**src/rtl/uart_rx_oversampled.sv**
```systemverilog
// UART receiver: 2-flop rx synchroniser, start-bit validation at half a bit,
// centre sampling of data/parity/stop bits, registered byte output with error flags.
module uart_rx_oversampled #(
  parameter int OVERSAMPLE = 16,
  parameter int DATA_BITS  = 8,
  parameter int PARITY     = 0
) (
  input  logic                 clk,
  input  logic                 rst,
  input  logic                 tick_en,
  input  logic                 rx,
  output logic [DATA_BITS-1:0] rx_data,
  output logic                 rx_valid,
  output logic                 parity_err,
  output logic                 frame_err,
  output logic                 busy
);

  localparam int CNT_W = $clog2(OVERSAMPLE);
  localparam int IDX_W = $clog2(DATA_BITS);
  localparam logic [CNT_W-1:0] CNT_HALF = CNT_W'(OVERSAMPLE / 2 - 1);
  localparam logic [CNT_W-1:0] CNT_LAST = CNT_W'(OVERSAMPLE - 1);
  localparam logic [IDX_W-1:0] IDX_LAST = IDX_W'(DATA_BITS - 1);

  typedef enum logic [2:0] {
    S_IDLE,
    S_START,
    S_DATA,
    S_PARITY,
    S_STOP,
    S_BREAK
  } state_e;

  state_e                 state_q, state_d;
  logic                   rx_meta_q, rx_s_q;
  logic [CNT_W-1:0]       cnt_q, cnt_d;
  logic [IDX_W-1:0]       bit_idx_q, bit_idx_d;
  logic [DATA_BITS-1:0]   shift_q, shift_d;
  logic                   pbit_q, pbit_d;
  logic [DATA_BITS-1:0]   rx_data_q, rx_data_d;
  logic                   parity_err_q, parity_err_d;
  logic                   frame_err_q, frame_err_d;
  logic                   rx_valid_q, rx_valid_d;
  logic                   par_xor;

  // Synchroniser flops reset to the idle-high line level so reset never looks like a start bit.
  // NOTE: sequential state uses non-blocking assignments only; the comb block below uses blocking.
  always_ff @(posedge clk) begin
    if (rst) begin
      rx_meta_q    <= 1'b1;
      rx_s_q       <= 1'b1;
      state_q      <= S_IDLE;
      cnt_q        <= '0;
      bit_idx_q    <= '0;
      shift_q      <= '0;
      pbit_q       <= 1'b0;
      rx_data_q    <= '0;
      parity_err_q <= 1'b0;
      frame_err_q  <= 1'b0;
      rx_valid_q   <= 1'b0;
    end else begin
      rx_meta_q    <= rx;
      rx_s_q       <= rx_meta_q;
      state_q      <= state_d;
      cnt_q        <= cnt_d;
      bit_idx_q    <= bit_idx_d;
      shift_q      <= shift_d;
      pbit_q       <= pbit_d;
      rx_data_q    <= rx_data_d;
      parity_err_q <= parity_err_d;
      frame_err_q  <= frame_err_d;
      rx_valid_q   <= rx_valid_d;
    end
  end

  assign par_xor = ^shift_q ^ pbit_q;

  // NOTE: every variable gets its hold/default value first, so no path can infer a latch.
  always_comb begin
    state_d      = state_q;
    cnt_d        = cnt_q;
    bit_idx_d    = bit_idx_q;
    shift_d      = shift_q;
    pbit_d       = pbit_q;
    rx_data_d    = rx_data_q;
    parity_err_d = parity_err_q;
    frame_err_d  = frame_err_q;
    rx_valid_d   = 1'b0;

    if (tick_en) begin
      unique case (state_q)
        S_IDLE: begin
          if (!rx_s_q) begin
            state_d = S_START;
            cnt_d   = '0;
          end
        end

        S_START: begin
          if (cnt_q == CNT_HALF) begin
            cnt_d     = '0;
            bit_idx_d = '0;
            state_d   = rx_s_q ? S_IDLE : S_DATA;
          end else begin
            cnt_d = cnt_q + 1'b1;
          end
        end

        S_DATA: begin
          if (cnt_q == CNT_LAST) begin
            cnt_d   = '0;
            shift_d = {rx_s_q, shift_q[DATA_BITS-1:1]};
            if (bit_idx_q == IDX_LAST) begin
              bit_idx_d = '0;
              state_d   = (PARITY != 0) ? S_PARITY : S_STOP;
            end else begin
              bit_idx_d = bit_idx_q + 1'b1;
            end
          end else begin
            cnt_d = cnt_q + 1'b1;
          end
        end

        S_PARITY: begin
          if (cnt_q == CNT_LAST) begin
            cnt_d   = '0;
            pbit_d  = rx_s_q;
            state_d = S_STOP;
          end else begin
            cnt_d = cnt_q + 1'b1;
          end
        end

        S_STOP: begin
          if (cnt_q == CNT_LAST) begin
            cnt_d       = '0;
            rx_data_d   = shift_q;
            frame_err_d = ~rx_s_q;
            rx_valid_d  = 1'b1;
            // Odd parity expects the XOR of data and parity bit to be 1, even expects 0.
            if (PARITY == 1)      parity_err_d = ~par_xor;
            else if (PARITY == 2) parity_err_d = par_xor;
            else                  parity_err_d = 1'b0;
            state_d = rx_s_q ? S_IDLE : S_BREAK;
          end else begin
            cnt_d = cnt_q + 1'b1;
          end
        end

        S_BREAK: begin
          if (rx_s_q) state_d = S_IDLE;
        end

        default: state_d = S_IDLE;
      endcase
    end
  end

  assign rx_data    = rx_data_q;
  assign rx_valid   = rx_valid_q;
  assign parity_err = parity_err_q;
  assign frame_err  = frame_err_q;
  assign busy       = (state_q != S_IDLE);

endmodule

```
**config.mk**
```make
export PLATFORM = sky130hd
export DESIGN_NAME = uart_rx_oversampled
export DESIGN_NICKNAME = d
export VERILOG_FILES = /design/src/rtl/uart_rx_oversampled.sv
export SDC_FILE = /design/constraint.sdc
export NUM_CORES = 1
export LEC_CHECK = 0
export ABC_AREA = 1
export CORE_MARGIN = 4
export CORE_UTILIZATION = 51
export DETAILED_ROUTE_END_ITERATION = 8
export PLACE_DENSITY = 0.8
export SYNTH_ARGS = -nofsm -noshare
export SYNTH_HDL_FRONTEND = slang
export SYNTH_SLANG_ARGS = --single-unit
```
**constraint.sdc**
```tcl
create_clock -name clk -period 1.5 [get_ports clk]
set_input_delay 0.225 -clock clk [delete_from_list [all_inputs] [get_ports clk]]
set_output_delay 0.225 -clock clk [all_outputs]
set_load 0.05 [all_outputs]
```
# --- After elaboration in Yosys (flattened, before gate mapping) ---
# Cells that the tools add are included.
# Widths: inputs -> output; s select.
op_classes:
  n_eq_ne: 15
  bitwise: 3
  addsub: 2
  muxes: 19
  n_reduce_logical: 11
ops:
  columns: ["op", "n"]
  rows:
  - ["$mux 3", 11]
  - ["$pmux 3 s6", 1]
  - ["$ne 2x2->1 const B", 7]
  - ["$mux 4", 3]
  - ["$pmux 4 s3", 1]
  - ["$eq 3x3->1 const B", 3]
  - ["$reduce_and 3->1", 3]
  - ["$reduce_and 8->1", 1]
  - ["$eq 3x2->1 const B", 2]
  - ["$pmux 3 s2", 1]
  - ["$reduce_bool 3->1", 2]
  - ["$reduce_or 3->1", 2]
  - ["$add 4x1->4 const B", 1]
  - ["$eq 4x3->1 const B", 1]
  - ["$eq 4x4->1 const B", 1]
  - ["$reduce_and 4->1", 1]
  - ["$add 3x1->3 const B", 1]
  - ["$eq 3x1->1 const B", 1]
  - ["$logic_not 3->1", 1]
  - ["$not 1->1", 3]
  - ["$mux 2", 1]
  - ["$reduce_bool 2->1", 1]
  - ["$mux 1", 1]
totals:
  input_bits: 4
  out_inout_bits: 12
  reg_bits: 30
  elab_cells: 59

# --- Logic depth before layout (Yosys ltp) ---
# Gate-level depths: netlist (run 1).
logic_depth:
  depth_word: 4
  ltp_mapped: 9
  depth_no_buf: 9

# --- Least setup slack after synthesis (run 1) ---
# OpenSTA, ideal clock, no wires.
synth_path:
  path_type: "register to register"
  startpoint: "reg cnt_q[0]"
  endpoint: "reg frame_err_q (netlist: frame_err)"
  period_less_slack_ps: 1299
  required_time_ps: 1421
  arrival_ps: 1220
  stages_incl_launch_ff: 9
  n_path_buf: 1
  slack_ps: 201
  cell_sequence: "dfxtp_1 -> ha_1 -> nand2_1 -> inv_1 -> nand3_2 -> nor2_2 -> buf_6 -> nor2_1 -> a211oi_2"
synth_between:
  elab_chain_cells: 2
synth_lines:
  columns: ["element", "line_no", "text"]
  rows:
  - ["start, declared", "36", "logic [CNT_W-1:0] cnt_q, cnt_d;"]
  - ["start signal, assigned", "65", "cnt_q <= cnt_d;"]
  - ["$eq 4x4->1", "135", "if (cnt_q == CNT_LAST) begin"]
  - ["$reduce_and 3->1 (no source line)", null, null]
  - ["end signal, assigned", "71", "frame_err_q <= frame_err_d;"]
  - ["end, declared", "42", "logic frame_err_q, frame_err_d;"]
# Every way passes these cells.
# A chain may end at the register's enable or synchronous reset.

# --- Worst setup path after layout (run 1) ---
layout_path:
  startpoint: "reg cnt_q[0]"
  endpoint: "reg shift_q[0]"
layout_between:
  elab_chain_cells: 2
layout_lines:
  columns: ["element", "line_no", "text"]
  rows:
  - ["$eq 4x4->1", "110", "if (cnt_q == CNT_LAST) begin"]
  - ["$reduce_and 3->1 (no source line)", null, null]
  - ["end signal, assigned", "67", "shift_q <= shift_d;"]
  - ["end, declared", "38", "logic [DATA_BITS-1:0] shift_q, shift_d;"]
# Every way passes these cells.

==> impl_metrics.ini, run 1 <==
[clocking]
insertion_delay_ns = 0.34
cts-htree-levels = 2
cts_sinks = 30
cts_root_buffer = clkbuf_4
clk_path_buf_depth = 2
cts-buffers-inserted = 5
cts_tree = built
cts.reportedPaths.clkPinSlew_ns = 0.11

[yosys]
synth.net_count = 199
ys.warnings.count = 0
netlist_area_um2 = 1365
synth.yosys.seq_area_share_pct = 44.00
yosys_register_bits = 30
synth_area_per_cell_um2 = 7.110
synthCells = 192
post_synth_num_cell_types = 23
yosys.area.top_type_share_pct = 44.00
synthTopCellsByArea = dfxtp_1 44%, nor2_1 13%, nand2_1 7.7%
synthDominantAreaCellType = dfxtp_1

[pwr]
power.ir.vdd_worst_v = 0.001418
power.density_cell_area_nw_per_um2 = 1263
power_leakage_nw = 0.8047

[placed_design]
place.detailed.hpwl_mm = 2.111
place.port_buffers = 14
place_area_um2 = 1555
globalplace.congestion = 0.9062

[timing]
hold_violations = 0
timing_max_transition_violations_final = 0
clock.fmax_mhz = 683.2
layout_min_cycle_time_ns = 1.464
fin_tns_setup_ns = 0
post-route-period-util_pct = 97.58
setup_viol = 0
clock_skew_ns = 0.01566

[grt]
number_of_antenna_violations_at_the_first_check_in_global_routing = 0
first_global_vias = 1145
largest_net_degree_at_the_start_of_global_routing = 23
grt.overflow.total = 0
grt_first_pass_wirelength_mm = 4.823
grtUsageTotal_pct = 18.56

[route]
totalWireLength_mm = 2.867
drt_pass1_iterations = 5
dr_total_vias = 1276
route.detailed.drc = 0
vias_per_cell = 5.145
drt.antenna.violating_nets = 0
drtIter0Drc = 58
wl_per_cell_um = 11.56

[die]
ioPinCount = 16
fp-row-count = 18
placeableCoreArea_um2 = 2522
die_width_um = 59.74
die_height_um = 59.74
die_area_um2 = 3568
start_util_pct = 54.12

[setup_path]
cp_data_required_time_ns = 1.77
crit_path_cell_trace = ha_1, nand2_1, inv_2, nand3_2, nor2_4, buf_4, o21ai_0, nor2_1
critical_path.max_fanout = 5
critPathLaunchType = flop
worst-setup-path-type = flop to flop
crit_arrival_ns = 1.73
critPathSlowestCell = dfxtp_2
cell_family_with_most_cp_delay = simple AND/OR/NAND/NOR gates
worst-path-buf-inv = 2
cpPeakStageDelay_ns = 0.36
critPathCaptureType = flop

[layout]
final_layout_size_suffix_gt1_share_pct = 23.39
num-fill-cells = 230
mostFrequentLayoutCells = 48 x nor2_1, 28 x nand2_1, 28 x dfxtp_1
finalCoreUtilization_pct = 65.53
most_common_cell_after_layout_fill_and_taps_aside = nor2_1
post-route-cell-area_um2 = 1653
layout-area-overhead-vs-synth_pct = 21.08
antenna_cells_inserted = 0
nets = 224

[status]
outcome = completed

[min_path]
worstHoldPathType = flop to flop

[flow_run]
cap_viol_max_count = 0
## report_power, final
| part | leakage, nW | internal, W | switching, W | total [W] |
|---|---|---|---|---|
| Clock | 0.0343 | 0.000225 | 0.000290 | 0.000515 |
| Sequential | 0.243 | 0.000834 | 0.0000512 | 0.000885 |
| Combinational | 0.527 | 0.000254 | 0.000433 | 0.000687 |
## synthesized netlist by cell type (all sizes together)
cell	n
nor2	54
nand2	32
dfxtp	30
o21ai	21
inv	19
nand3	11
a21oi	9
buf	4
ha	3
clkbuf	2
or2	2
a211oi	1
a21boi	1
conb	1
nand4	1
o21a	1
## cell type report
| cell class | instances | area (um2) | share of cell area [%] |
|---|---|---|---|
| multi-input combinational | 137 | 664.4 | 40.20 |
| sequential | 30 | 603.1 | 36.49 |
| timing repair buffer | 24 | 212.7 | 12.87 |
| inverter | 19 | 71.32 | 4.315 |
| clock buffer | 6 | 51.30 | 3.104 |
| tap | 30 | 37.54 | 2.271 |
| clock inverter | 2 | 12.51 | 0.7570 |
## state kept, by name (all words and copies together), names as in the netlist
name and count:
rx_meta_q 1, rx_s_q 1, state_q 3, shift_q 8, bit_idx_q 3, rx_valid 1
cnt_q 4, rx_data 8, frame_err 1
## timing repair
item,in CTS,in global routing
hold buffers,0,0
buffers inserted,0,2
endpoints found under the setup margin,0,23
gates resized for setup,0,8
## cell families after synthesis
logic type	synth area share, %
other cells	0.2747
compound gates	13.02
fa+ha+maj	2.750
buf+inv	8.524
flops	44.00
simple gates	31.44
## per-layer routing
metal  wire [um]  global-route usage [%]  part of all wire, %  vias up
met2        1399                   30.56                   49       34
met5           0                       0                    0        -
met4          92                   11.39                  3.2        0
li1            -                       -                    -      653
met1        1211                   19.71                   42      578
met3         164                   7.343                  5.7       11
## through the flow
step                power (W)  cells  setup slack [ns]  hold WS (ns)
floorplan            0.001365    192            0.2006        0.3288
global placement     0.001545    238           0.06570        0.3941
detailed placement   0.001560    238           0.01670        0.3958
CTS                  0.002075    246          0.001706        0.4154
global route         0.002231    248          -0.02818        0.4395
finish               0.002087    248           0.03623        0.4102
## worst reg2reg max path, cell delays in order (launching register included)
cell and delay [ns]:
dfxtp_2 0.36, ha_1 0.17, nand2_1 0.10, inv_2 0.10, nand3_2 0.14, nor2_4 0.18
buf_4 0.16, o21ai_0 0.08, nor2_1 0.11
## final timing paths
| check | from | endpoint | slack (ns) | depth (start not counted) |
|---|---|---|---|---|
| worst min register to register | rx_meta_q | rx_s_q | 0.41 | 1 |
| worst max register to register | cnt_q[0] | shift_q[0] | 0.04 | 8 |
| worst min-delay path | rx_meta_q | rx_s_q | 0.41 | 1 |
| worst max-delay path | cnt_q[0] | shift_q[0] | 0.04 | 8 |
Power figures use the tool's default switching activity.
==> inputs of run 2 (changes only) <==
Settings changed: RECOVER_POWER set to 50, SETUP_SLACK_MARGIN set to 0.4.
==> run 2 against run 1 <==
Against the previous run: via count rose by 4.8%; wire length rose by 7.9%; utilization rose by 4.1 points; sequential share of layout area fell by 1.2 points; die area did not move; hold slack improved by 0.0029 ns; global-route usage rose by 0.65 points; combinational power rose by 24%; cell area rose by 6.3%; clock skew fell by 0.0049 ns; clock power fell by 3%; critical path depth did not move; critical path type unchanged; critical endpoint is now rx_data[2]; largest cell class unchanged; highest routed layer unchanged.
==> impl_metrics.ini, run 2 (synthesized netlist as in run 1, its figures left out) <==
[timing]
clock.fmax_mhz = 742.2
max_slew.worst_pin.slew_ns = 0.6022
relSlewSlack_pct = 59.81
setup_viol = 0
hold_violations = 0
post-route-period-util_pct = 89.82
finalWorstSetupSlack_ns = 0.1526
rsz_0062_raised_after_global_routing = true
timing_max_transition_violations_final = 0
clock_skew_ns = 0.01078
layout_min_cycle_time_ns = 1.347

[setup_path]
crit_arrival_ns = 1.61
crit_path_cell_trace = ha_4, nand2_4, inv_4, nand3_4, nor2_4, buf_6, o21ai_1, nor2_1
critPathLaunchType = flop
cell_family_with_most_cp_delay = simple AND/OR/NAND/NOR gates
worst-setup-path-type = flop to flop
critPathSlowestCell = dfxtp_2
cp_data_required_time_ns = 1.76
cpPeakStageDelay_ns = 0.36
critical_path.max_fanout = 4
worst-path-buf-inv = 2
critPathCaptureType = flop

[route]
totalWireLength_mm = 3.093
route.detailed.drc = 0
drtIter0Drc = 78
drt.antenna.violating_nets = 0
vias_per_cell = 5.306
dr_total_vias = 1337
drt_pass1_iterations = 4
wl_per_cell_um = 12.27

[layout]
instances_no_fill = 252
antenna_cells_inserted = 0
mostFrequentLayoutCells = 44 x nor2_1, 26 x nand2_1, 20 x dfxtp_1
final_layout_size_suffix_gt1_share_pct = 33.33
post-route-cell-area_um2 = 1757
nets = 228
num-fill-cells = 199
layout-area-overhead-vs-synth_pct = 28.69
most_common_cell_after_layout_fill_and_taps_aside = nor2_1

[status]
outcome = completed

[pwr]
power.density_cell_area_nw_per_um2 = 1279
power_leakage_nw = 0.8319
totalPowerFinal_w = 0.002246
power.ir.vdd_worst_v = 0.001370

[die]
start_util_pct = 54.12
ioPinCount = 16
placeableCoreArea_um2 = 2522
fp-row-count = 18
die_width_um = 59.74
die_height_um = 59.74
die_area_um2 = 3568

[flow_run]
cap_viol_max_count = 0

[clocking]
insertion_delay_ns = 0.32
cts-htree-levels = 2
cts_tree = built
cts_sinks = 30
cts.reportedPaths.clkPinSlew_ns = 0.09
cts-buffers-inserted = 5
cts_root_buffer = clkbuf_4
clk_path_buf_depth = 2
cts_hold_repair.buffers = 0

[placed_design]
place.port_buffers = 14
place_area_um2 = 1555
place_ws_ns = -0.03581
placedCellCount = 234
place.detailed.hpwl_mm = 2.140
globalplace.congestion = 0.9801

[grt]
first_global_vias = 1212
largest_net_degree_at_the_start_of_global_routing = 23
grtUsageTotal_pct = 19.21
grt_first_pass_wirelength_mm = 5.161
number_of_antenna_violations_at_the_first_check_in_global_routing = 0
grt.overflow.total = 0

[min_path]
worstHoldPathType = flop to flop
## run 2: changes by cell type in the layout (fill, tap and decap cells not counted), moves of 4 or more
cell | previous run | this run
dfxtp_1 | 28 | 20
clkbuf_2 | 0 | 9
o21ai_1 | 2 | 10
nor2_1 | 48 | 44
o21ai_0 | 19 | 8
buf_6 | 0 | 4
buf_4 | 19 | 9
dfxtp_2 | 2 | 7
## run 2: repair_timing
action                     CTS  global route
resized for setup           24            23
setup endpoints to repair   34            37
buffers inserted             6             4
pin swaps                   13             7
## run 2: path summary, 6_finish.rpt
check | slack [ns] | startpoint | endpoint | depth (start not counted)
setup / recovery | 0.15 | cnt_q[0] | rx_data[2] | 8
hold / removal | 0.41 | rx_meta_q | rx_s_q | 1
setup reg to reg | 0.15 | cnt_q[0] | rx_data[2] | 8
hold reg to reg | 0.41 | rx_meta_q | rx_s_q | 1
## run 2: routing by layer
layer	vias up	share of wire, %	GRT usage (%)
met2	54	49	31.94
met4	0	2.3	10.13
met3	11	5.6	5.616
li1	666	-	-
met5	-	0	0
met1	606	43	22.06
## run 2: stage by stage
stage | hold slack, ns | utilization [%] | setup TNS (ns)
6_report | 0.4131 | 69.64 | 0
5_1_grt | 0.4304 | 69.64 | 0
4_1_cts | 0.4158 | 68.25 | 0
3_5_place_dp | 0.3954 | 61.66 | -0.1696
3_3_place_gp | 0.3975 | 61.66 | 0
2_1_floorplan | 0.3288 | - | 0
## run 2: power by group
part           leakage, nW  internal (W)  total, W  switching, W
sequential           0.248      0.000844  0.000899     0.0000552
clock               0.0353      0.000227  0.000497      0.000270
combinational        0.548      0.000333  0.000851      0.000518
total                0.832       0.00140   0.00225      0.000843
## run 2: cell type report
class | count | area, um2 | share of cell area (%)
inverter | 19 | 73.82 | 4.202
clock buffer | 7 | 55.05 | 3.134
clock inverter | 1 | 5.005 | 0.2849
multi-input combinational | 137 | 738.2 | 42.02
timing repair buffer | 28 | 226.5 | 12.89
tap | 30 | 37.54 | 2.137
sequential | 30 | 620.6 | 35.33
## run 2: worst register-to-register path, stage by stage (launching register included)
cell and delay [ns]:
dfxtp_2 0.36, ha_4 0.15, nand2_4 0.06, inv_4 0.07, nand3_4 0.11, nor2_4 0.19
buf_6 0.13, o21ai_1 0.07, nor2_1 0.15
